===== src/rtl/multichannel_gain_stage.sv =====
// Multichannel gain stage: gathers one sample per channel into a frame, scales the
// frame by a ramped gain with saturation, and presents it on a valid/ready output.
module multichannel_gain_stage #(
  parameter int NUM_CH    = 2,
  parameter int DATA_W    = 16,
  parameter int GAIN_W    = 8,
  parameter int RAMP_STEP = 4
) (
  input  logic                       clk,
  input  logic                       reset,
  input  logic [NUM_CH*DATA_W-1:0]   in_data,
  input  logic [NUM_CH-1:0]          in_valid,
  input  logic [GAIN_W-1:0]          volume,
  input  logic                       mute,
  output logic [NUM_CH*DATA_W-1:0]   out_data,
  output logic                       out_valid,
  input  logic                       out_ready,
  output logic                       overrun,
  output logic [GAIN_W-1:0]          gain_cur
);

  localparam int PROD_W = DATA_W + GAIN_W + 1;
  localparam logic signed [PROD_W-1:0] SAT_MAX = PROD_W'((64'sd1 <<< (DATA_W - 1)) - 64'sd1);
  localparam logic signed [PROD_W-1:0] SAT_MIN = ~SAT_MAX;
  localparam logic [GAIN_W:0] STEP = (GAIN_W + 1)'(RAMP_STEP);

  typedef enum logic [1:0] {COLLECT, MULT, OUT} state_t;

  state_t state_reg, state_next;
  logic [NUM_CH-1:0] mask_reg, mask_base, mask_next, accept, drop;
  logic mask_full;
  logic load_out, release_out;
  logic signed [DATA_W-1:0] cap_reg [NUM_CH];
  logic [NUM_CH*DATA_W-1:0] scaled;
  logic [GAIN_W-1:0] target, gain_next;
  logic [GAIN_W:0] gain_ext, target_ext;

  function automatic logic [DATA_W-1:0] scale(input logic signed [DATA_W-1:0] s,
                                               input logic [GAIN_W-1:0] g);
    logic signed [PROD_W-1:0] s_ext, g_ext, prod, shifted;
    s_ext   = PROD_W'(s);
    g_ext   = PROD_W'($signed({1'b0, g}));
    prod    = s_ext * g_ext;
    shifted = prod >>> (GAIN_W - 1);
    if (shifted > SAT_MAX)      shifted = SAT_MAX;
    else if (shifted < SAT_MIN) shifted = SAT_MIN;
    return DATA_W'(shifted);
  endfunction

  // In MULT the frame is being consumed, so new samples land in an already-cleared mask.
  assign mask_base = (state_reg == MULT) ? '0 : mask_reg;
  assign accept    = in_valid & ~mask_base;
  assign drop      = in_valid & mask_base;
  assign mask_next = mask_base | accept;
  assign mask_full = &mask_next;

  always_ff @(posedge clk) begin
    if (reset) state_reg <= COLLECT;
    else       state_reg <= state_next;
  end

  // A frame completed while presenting skips COLLECT, leaving a one-cycle bubble.
  always_comb begin
    state_next = state_reg;
    case (state_reg)
      COLLECT: if (mask_full) state_next = MULT;
      MULT:    state_next = OUT;
      OUT:     if (out_ready) state_next = mask_full ? MULT : COLLECT;
      default: state_next = COLLECT;
    endcase
  end

  always_comb begin
    load_out    = (state_reg == MULT);
    release_out = (state_reg == OUT) && out_ready;
  end

  generate
    for (genvar gi = 0; gi < NUM_CH; gi++) begin : g_lane
      always_ff @(posedge clk) begin
        if (reset)           cap_reg[gi] <= '0;
        else if (accept[gi]) cap_reg[gi] <= in_data[gi*DATA_W +: DATA_W];
      end
      assign scaled[gi*DATA_W +: DATA_W] = scale(cap_reg[gi], gain_cur);
    end
  endgenerate

  assign target = mute ? '0 : volume;

  always_comb begin
    gain_ext   = {1'b0, gain_cur};
    target_ext = {1'b0, target};
    gain_next  = gain_cur;
    if (target_ext > gain_ext) begin
      if (target_ext - gain_ext > STEP) gain_next = GAIN_W'(gain_ext + STEP);
      else                              gain_next = target;
    end else if (target_ext < gain_ext) begin
      if (gain_ext - target_ext > STEP) gain_next = GAIN_W'(gain_ext - STEP);
      else                              gain_next = target;
    end
  end

  always_ff @(posedge clk) begin
    if (reset) begin
      mask_reg  <= '0;
      overrun   <= 1'b0;
      out_valid <= 1'b0;
      out_data  <= '0;
      gain_cur  <= '0;
    end else begin
      mask_reg <= mask_next;
      overrun  <= |drop;
      if (load_out) begin
        out_valid <= 1'b1;
        out_data  <= scaled;
        gain_cur  <= gain_next;
      end else if (release_out) begin
        out_valid <= 1'b0;
      end
    end
  end

endmodule


===== config.mk =====
export PLATFORM = sky130hd
export DESIGN_NAME = multichannel_gain_stage
export DESIGN_NICKNAME = d
export VERILOG_FILES = /design/src/rtl/multichannel_gain_stage.sv
export SDC_FILE = /design/constraint.sdc
export NUM_CORES = 1
export LEC_CHECK = 0
export BUFFER_PORTS_ARGS = -buffer_cell sky130_fd_sc_hd__buf_2
export CAP_MARGIN = 20
export CORE_AREA = 2 2 140 169
export CTS_BUF_LIST = sky130_fd_sc_hd__clkbuf_2 sky130_fd_sc_hd__clkbuf_4 sky130_fd_sc_hd__clkbuf_8
export CTS_CLUSTER_SIZE = 28
export DETAILED_ROUTE_END_ITERATION = 10
export DIE_AREA = 0 0 142 171
export GPL_ROUTABILITY_DRIVEN = 0
export PLACE_DENSITY_LB_ADDON = 0.08
export REMOVE_ABC_BUFFERS = 1
export SYNTH_ARGS = -nofsm -noshare
export SYNTH_HDL_FRONTEND = slang
export SYNTH_SLANG_ARGS = --single-unit

===== constraint.sdc =====
create_clock -name clk -period 13.14 [get_ports clk]
set_input_delay 1.971 -clock clk [delete_from_list [all_inputs] [get_ports clk]]
set_output_delay 1.971 -clock clk [all_outputs]
set_load 0.05 [all_outputs]

# Yosys cells after proc, flatten, opt, wreduce, memory -nomap -nowiden
# Memory sizes are Yosys's and may differ from the RTL's.
# Cells that the tools add are included.
dict set report totals {
  inputBits 46
  register_bits 46
  out_inout_bits 42
  memories 1
  romBits 0
  word_cells 65
  latch_bits 0
  ram_bits 32
}
# name words word_bits rd rd_clocked_by_memory_dff wr line
set memory_table {}
lappend memory_table {cap_reg 2 16 2 0 2 33} ;# logic signed [DATA_W-1:0] cap_reg [NUM_CH];
dict set report op_classes {
  n_shift 0
  mux 26
  multipliers 2
  div 0
  reduce_logical 8
  order_cmp 8
  n_addsub 4
  n_bitwise 6
  eq_ne 4
}
# cell count
set ops {}
lappend ops {{16-bit 2-to-1 mux} 6}
lappend ops {{16-bit by 9-bit multiplier with 25-bit output} 2}
lappend ops {{8-bit 2-to-1 mux} 5}
lappend ops {{18-bit by 16-bit > comparator with 1-bit output (second input constant)} 2}
lappend ops {{18-bit by 16-bit less-than comparator with 1-bit output (second input constant)} 2}
lappend ops {{9-bit by 3-bit > comparator with 1-bit output (second input constant)} 2}
lappend ops {{8-bit by 8-bit subtractor with 9-bit output} 2}
lappend ops {{1-bit 2-to-1 mux} 11}
lappend ops {{8-bit by 3-bit adder with 8-bit output (second input constant)} 1}
lappend ops {{8-bit > comparator} 1}
lappend ops {{8-bit less-than comparator} 1}
lappend ops {{8-bit by 3-bit subtractor with 8-bit output (second input constant)} 1}
lappend ops {{2-bit 2-to-1 mux} 3}
lappend ops {{2-bit case mux with 3 select lines} 1}
lappend ops {{2-bit AND reduction} 3}
lappend ops {{2-bit AND} 2}
lappend ops {{2-bit != test (second input constant)} 2}
lappend ops {{2-bit nonzero test} 2}
lappend ops {{2-bit by 1-bit equality test with 1-bit output (second input constant)} 1}
lappend ops {{2-bit equality test (second input constant)} 1}
lappend ops {{2-bit zero test} 1}
lappend ops {{2-bit inverter} 1}
lappend ops {{1-bit bitwise OR} 2}
lappend ops {{2-bit bitwise OR} 1}
lappend ops {{other kinds (2)} 2}

# Depth between registers and ports, before layout
# Gate-level depths: netlist of run 1.
dict set report logic_depth {
  depth_word 9
  ltp_mapped 22
  ltp_nobuf 19
}

# Worst setup path after synthesis of run 1
# No wires, ideal clock.
dict set report synth_path {
  path_type {register to register}
  from {reg gain_cur[2]}
  to {reg out_data[21]}
  arrival_ns 5.671
  path_stages_with_launch 22
  synth_period_minus_slack_ns 5.810
  required_ns 13.001
  path_buffers 3
  slack_ns 7.330
  setup_ns 0.139
  cell_sequence {dfxtp_1 > clkbuf_1 > clkbuf_1 > and2_1 > fa_1 > inv_1 > fa_1 > inv_1 > fa_1 > inv_1 > fa_1 > inv_1 > ha_1 > nand3_1 > or3_1 > o21bai_1 > a41oi_2 > xnor2_1 > a21oi_1 > nor2_1 > buf_6 > a211oi_1}
}
dict set report synth_between {
  elab_chain_len 4
  elab_cells_between_ends 5
  cone_classes {mul: 1; order compare: 2; mux: 2}
}
# item line
set synth_lines {}
lappend synth_lines {{from (decl)} 19} ;# output logic [GAIN_W-1:0] gain_cur
lappend synth_lines {{from (signal assigned)} 116} ;# gain_cur <= gain_next;
lappend synth_lines {{16-bit by 9-bit multiplier with 25-bit output (*)} 43} ;# prod = s_ext * g_ext;
lappend synth_lines {{18-bit by 16-bit less-than comparator with 1-bit output} 46} ;# else if (shifted < SAT_MIN) shifted = SAT_MIN;
lappend synth_lines {{16-bit 2-to-1 mux} 46}
lappend synth_lines {{16-bit 2-to-1 mux (*)} 45} ;# if (shifted > SAT_MAX) shifted = SAT_MAX;
lappend synth_lines {{to (signal assigned)} 115} ;# out_data <= scaled;
lappend synth_lines {{to (decl)} 15} ;# output logic [NUM_CH*DATA_W-1:0] out_data,
# Mark *: on every way between the ends. The rest lies on a longest branch, timed or not.
# A chain may end at the register's enable or synchronous reset.

# Final worst setup path of run 1
dict set report layout_path {
  from {reg gain_cur[0]}
  to {reg out_data[11]}
}
# Same word-level chain as after synthesis.

==> flow_summary.yaml, run 1 <==
global_routing:
  first_global_vias: 10600
  track_usage_pct: 26.0
  met1_usage_pct: 30.7
  met2_usage_pct: 49.5
  grt_max_degree: 53
  grt_overflow_total: 0
  antenna_found_initial: 1
  met3_usage_pct: 3.13
  grt_pass1_wl_microns: 50200
  top_usage_layer: "met2"
route:
  via_count: 10200
  drc: 0
  drtAntennaViolNets: 0
  drt-initial-drc-count: 488
  drtPass1Iterations: 5
  viasPerCell: 5.43
  wl_per_cell_microns: 15.7
  drt_wl_total_microns: 29500
layout:
  fin_nets: 1954
  filler_cell_count: 2050
  final_cell_mix: "inv_1 (322), fa_1 (203), and2_1 (176)"
  layout.cells.non_filler: 1883
  syn_to_final_growth_pct: 6.44
  final_common_cell: "inv_1"
  drive_gt1_share_pct: 9.00
  num_antenna_cells: 0
  fin_util_pct: 62.3
setup_path:
  rr_worst_depth: 18
  start_kind: "register"
  critPathMaxFanout: 23
  cp.arrival_ns: 6.56
  endpoint_kind: "register"
  critPathRequiredTime_ns: 13.43
  criticalPathCategory: "register to register"
floorplanning:
  die_w_microns: 142
  die_area_sq_mm: 0.0243
  core_area_sq_mm: 0.0228
  initial_utilization_pct: 58.6
  io_pins: 88
  dieHeight_microns: 171
  num_rows: 61
power_and_ir_drop:
  p_sw_uw: 480
  ir_drop_uv: 61.4
  p_sw_share_pct: 46.0
  p_per_area_mw_per_mm2: 73.3
  leakagePower_uw: 0.00728
  p_seq_share_pct: 29.5
  combPwrFrac_pct: 51.4
  clockPowerShare_pct: 19.0
  fin_total_pwr_uw: 1040
  internal_power_uw: 564
timing:
  finalMaxSlewViolations: 0
  setup_viol: 0
  fin_skew_ns: 0.0176
  slew-limit-headroom_pct: 35.3
  tightest_slew_ns: 0.971
  clock.fmax_mhz: 159
  hold_viol: 0
  rsz0062_at_grt: "false"
  setup_tns_ns: 0
  period_share_pct: 47.7
  min_period_ns: 6.27
clocking:
  root_buffer: "clkbuf_8"
  cts_hold_buf: 0
  clock-sinks: 78
  cts_resized: 0
  cts_setup_buffers: 0
  clockBufferDepth: 2
  cts_max_level: 3
  cts_tree: "built"
  clock_latency_ns: 0.38
  path_clk_slew_ns: 0.09
  cts_inserted_buffers: 9
yosys:
  synth_cells: 1537
  ys_warn_count: 0
  syn_area_sq_mm: 0.0134
  yosysSeqAreaShare_pct: 14.1
  ys_types: 79
  yosys_most_used_dff: "dfxtp_1"
  synth-seq-cells: 78
  async_reset_ff_share_pct: 0
  synth_area_per_cell_sq_um: 8.70
  synth-edff-count: 32
job:
  maxCapViolCount: 0
placed_design:
  io_buffers: 87
  dp.cells: 1865
  dp_hpwl_microns: 23600
status:
  status: "finished, final reports clean"
worst_hold_path:
  hp-class: "register to register"
  hold_depth: 2
-- worst paths after layout --
check	from	slack (ns)	end
worst min register to register	out_data[2]	0.49	out_data[2]
worst min-delay path	out_data[2]	0.49	out_data[2]
worst max register to register	gain_cur[0]	6.87	out_data[11]
worst max-delay path	gain_cur[0]	6.87	out_data[11]
-- worst max-delay path: stages, from the launching register on --
cell and delay, ns:
dfxtp_1 0.92, buf_4 0.33, nand2_1 0.15, fa_1 0.64, fa_1 0.53, inv_1 0.05, fa_1 0.52, inv_1 0.05
fa_1 0.48, inv_1 0.04, ha_1 0.35, o21a_1 0.21, a21oi_1 0.28, and3b_1 0.30, a21boi_0 0.22, o211ai_1 0.18
o22ai_2 0.45, o21ai_0 0.19, a311oi_1 0.27
-- stage by stage --
step           hold slack (ns)  worst slack (ns)  cell area, sq um
6_report                 0.494              6.87             14200
5_1_grt                  0.519              6.37             14200
4_1_cts                  0.499              6.67             14200
3_5_place_dp             0.482              6.68             14000
3_3_place_gp             0.484              6.75             14000
2_1_floorplan            0.443              7.05             13100
-- cell families after synthesis --
group,count (synthesis),share of synthesized area [%]
AOI/OAI and AO/OA,204,11.2
xor gates and xnor gates,36,2.36
adders and majority gates,313,40.7
buffers and inverters,375,10.8
DFF,78,14.1
muxes,10,0.805
and+or+nand+nor,521,20.0
-- Yosys cell counts (10+ instances only) --
cell	instances	area, sq um
nor2b_1	12	75.1
nor2_1	76	285
xnor2_1	24	210
a311oi_1	18	158
nand4_1	11	68.8
nand3_1	19	95.1
o21ai_0	26	130
and2_1	176	1100
inv_1	322	1210
dfxtp_1	46	921
nand2b_1	16	100
a21oi_1	46	230
fa_1	203	4060
ha_1	110	1380
a211oi_1	21	158
nor3_1	11	55.1
xor2_1	12	105
nand2_1	161	604
edfxtp_1	32	961
a21o_1	10	75.1
clkbuf_1	41	154
-- layer usage --
layer | vias to the layer above | share of wire [%]
met1 | 5028 | 41
met5 | - | 0
met2 | 195 | 54
met4 | 0 | 2.3
met3 | 40 | 3.3
li1 | 4964 | -
-- layout make-up --
class	count	area [sq um]	share of cell area [%]
clock inverter	5	60.1	0.422
timing repair buffer	100	537	3.77
tap	283	354	2.49
sequential	78	1880	13.2
inverter	322	1210	8.50
multi-input combinational	1084	10000	70.6
clock buffer	11	139	0.976
-- power by group through the flow --
stage,clock [uW],sequential (uW),combinational [uW]
floorplan,0,356,359
global placement,0,314,528
detailed placement,0,314,537
CTS,203,308,539
global route,212,313,609
finish,198,308,537
Power figures use the tool's default switching activity.
==> run 2: changes to the inputs <==
- clock period: 13.14 -> 6.2 ns (I/O delays scaled with it)
==> run 2 against run 1 <==
Sequential power grew 110%. Design area grew 0.73%. Total power grew 120%. Critical path type unchanged. Combinational power grew 120%.
==> flow_summary.yaml, run 2 (same netlist as run 1, synthesis figures left out) <==
worst_hold_path:
  hp-class: "register to register"
route:
  drt_wl_total_microns: 30000
  viasPerCell: 5.46
  drtPass1Iterations: 5
  drc: 0
  via_count: 10300
  drt-initial-drc-count: 460
  wl_per_cell_microns: 15.9
  drtAntennaViolNets: 0
floorplanning:
  core_area_sq_mm: 0.0228
  initial_utilization_pct: 58.6
  io_pins: 88
  num_rows: 61
  dieHeight_microns: 171
  die_w_microns: 142
  die_area_sq_mm: 0.0243
layout:
  final_common_cell: "inv_1"
  fin_nets: 1964
  filler_cell_count: 2013
  final_cell_mix: "inv_1 (322), fa_1 (203), and2_1 (176)"
  num_antenna_cells: 0
  multi_input_area_sq_mm: 0.0100
  seq_area_sq_mm: 0.00188
  drive_gt1_share_pct: 9.57
  layout.cells.non_filler: 1893
  syn_to_final_growth_pct: 7.22
placed_design:
  pre_cts_ws_ns: 0.501
  dp.cells: 1876
  dp_hpwl_microns: 24600
  io_buffers: 87
setup_path:
  cp.arrival_ns: 6.09
  critPathMaxFanout: 39
  start_kind: "register"
  slowest_delay_ns: 0.55
  criticalPathCategory: "register to register"
  cpMostUsedCell: "fa_1"
  crit_chain: "buf_4 -> nand2_1 -> fa_1 -> inv_1 -> fa_1 -> fa_1 -> inv_1 -> fa_1 -> inv_1 -> ha_1 -> a21oi_1 -> o21ai_0 -> a41oi_1 -> o211ai_1 -> o2bb2ai_1 -> o21ai_2 -> buf_4 -> o21ai_0 -> a211oi_2"
  critPathRequiredTime_ns: 6.52
  endpoint_kind: "register"
  critPathSlowestCell: "fa_1"
job:
  maxCapViolCount: 0
power_and_ir_drop:
  ir_drop_uv: 118
  p_per_area_mw_per_mm2: 158
  leakagePower_uw: 0.00734
global_routing:
  track_usage_pct: 26.2
  top_usage_layer: "met2"
  grt_max_degree: 52
  met2_usage_pct: 50.2
  grt_pass1_wl_microns: 50500
  met1_usage_pct: 29.6
  first_global_vias: 10700
  antenna_found_initial: 0
  met3_usage_pct: 2.99
  grt_overflow_total: 0
timing:
  tightest_slew_ns: 0.962
  period_share_pct: 93.1
  worst_slack_ns: 0.428
  finalMaxSlewViolations: 0
  clock.fmax_mhz: 173
  setup_tns_ns: 0
  fin_skew_ns: 0.0144
  setup_viol: 0
  slew-limit-headroom_pct: 35.8
  rsz0062_at_grt: "false"
  hold_viol: 0
  min_period_ns: 5.77
clocking:
  cts_resized: 0
  path_clk_slew_ns: 0.10
  cts_max_level: 3
  root_buffer: "clkbuf_8"
  cts_inserted_buffers: 9
  cts_hold_buf: 0
  clockBufferDepth: 2
  cts_setup_buffers: 0
  clock_latency_ns: 0.39
  clock-sinks: 78
  cts_tree: "built"
status:
  status: "finished, final reports clean"
## run 2: worst paths after layout
kind | start | to | slack, ns | cells past startpoint
max | gain_cur[2] | out_data[27] | 0.43 | 19
min | out_data[31] | out_data[31] | 0.49 | 2
max reg2reg | gain_cur[2] | out_data[27] | 0.43 | 19
min reg2reg | out_data[31] | out_data[31] | 0.49 | 2
## run 2: worst max-delay path: cells and delay by family (launching register included)
family	cells	cell delay (ns)
fa+ha+maj	5	2.39
compound gates	8	2.05
buf+inv	5	0.75
flops	1	0.33
simple gates	1	0.15
## run 2: power breakdown
part	switching, uW	internal [uW]
sequential	64.4	585
clock	216	238
combinational	731	425
total	1010	1250
## run 2: layer usage
layer  vias to the layer above  wire length, microns
met5                         -                     0
met4                         0                   981
met3                        61                   925
met2                       198                 16300
met1                      5084                 11800
li1                       4987                     -
## run 2: area by class of cell
class	count	share of cell area, %
multi-input cells	1084	70.1
flip-flops and latches	78	13.1
inverters	322	8.43
repair buffers	110	4.31
well taps	283	2.47
clock buffers	11	0.969
clock inverters	5	0.576
## run 2: metrics by stage
step / hold slack [ns] / cell area, sq um / utilization (%) / power, uW
3_5_place_dp: 0.487 / 14100 / 61.8 / 1820
6_report: 0.495 / 14300 / 62.8 / 2260
5_1_grt: 0.514 / 14300 / 62.8 / 2450
4_1_cts: 0.500 / 14300 / 62.7 / 2280
3_3_place_gp: 0.483 / 14100 / 61.7 / 1800
2_1_floorplan: 0.443 / 13100 / - / 1520
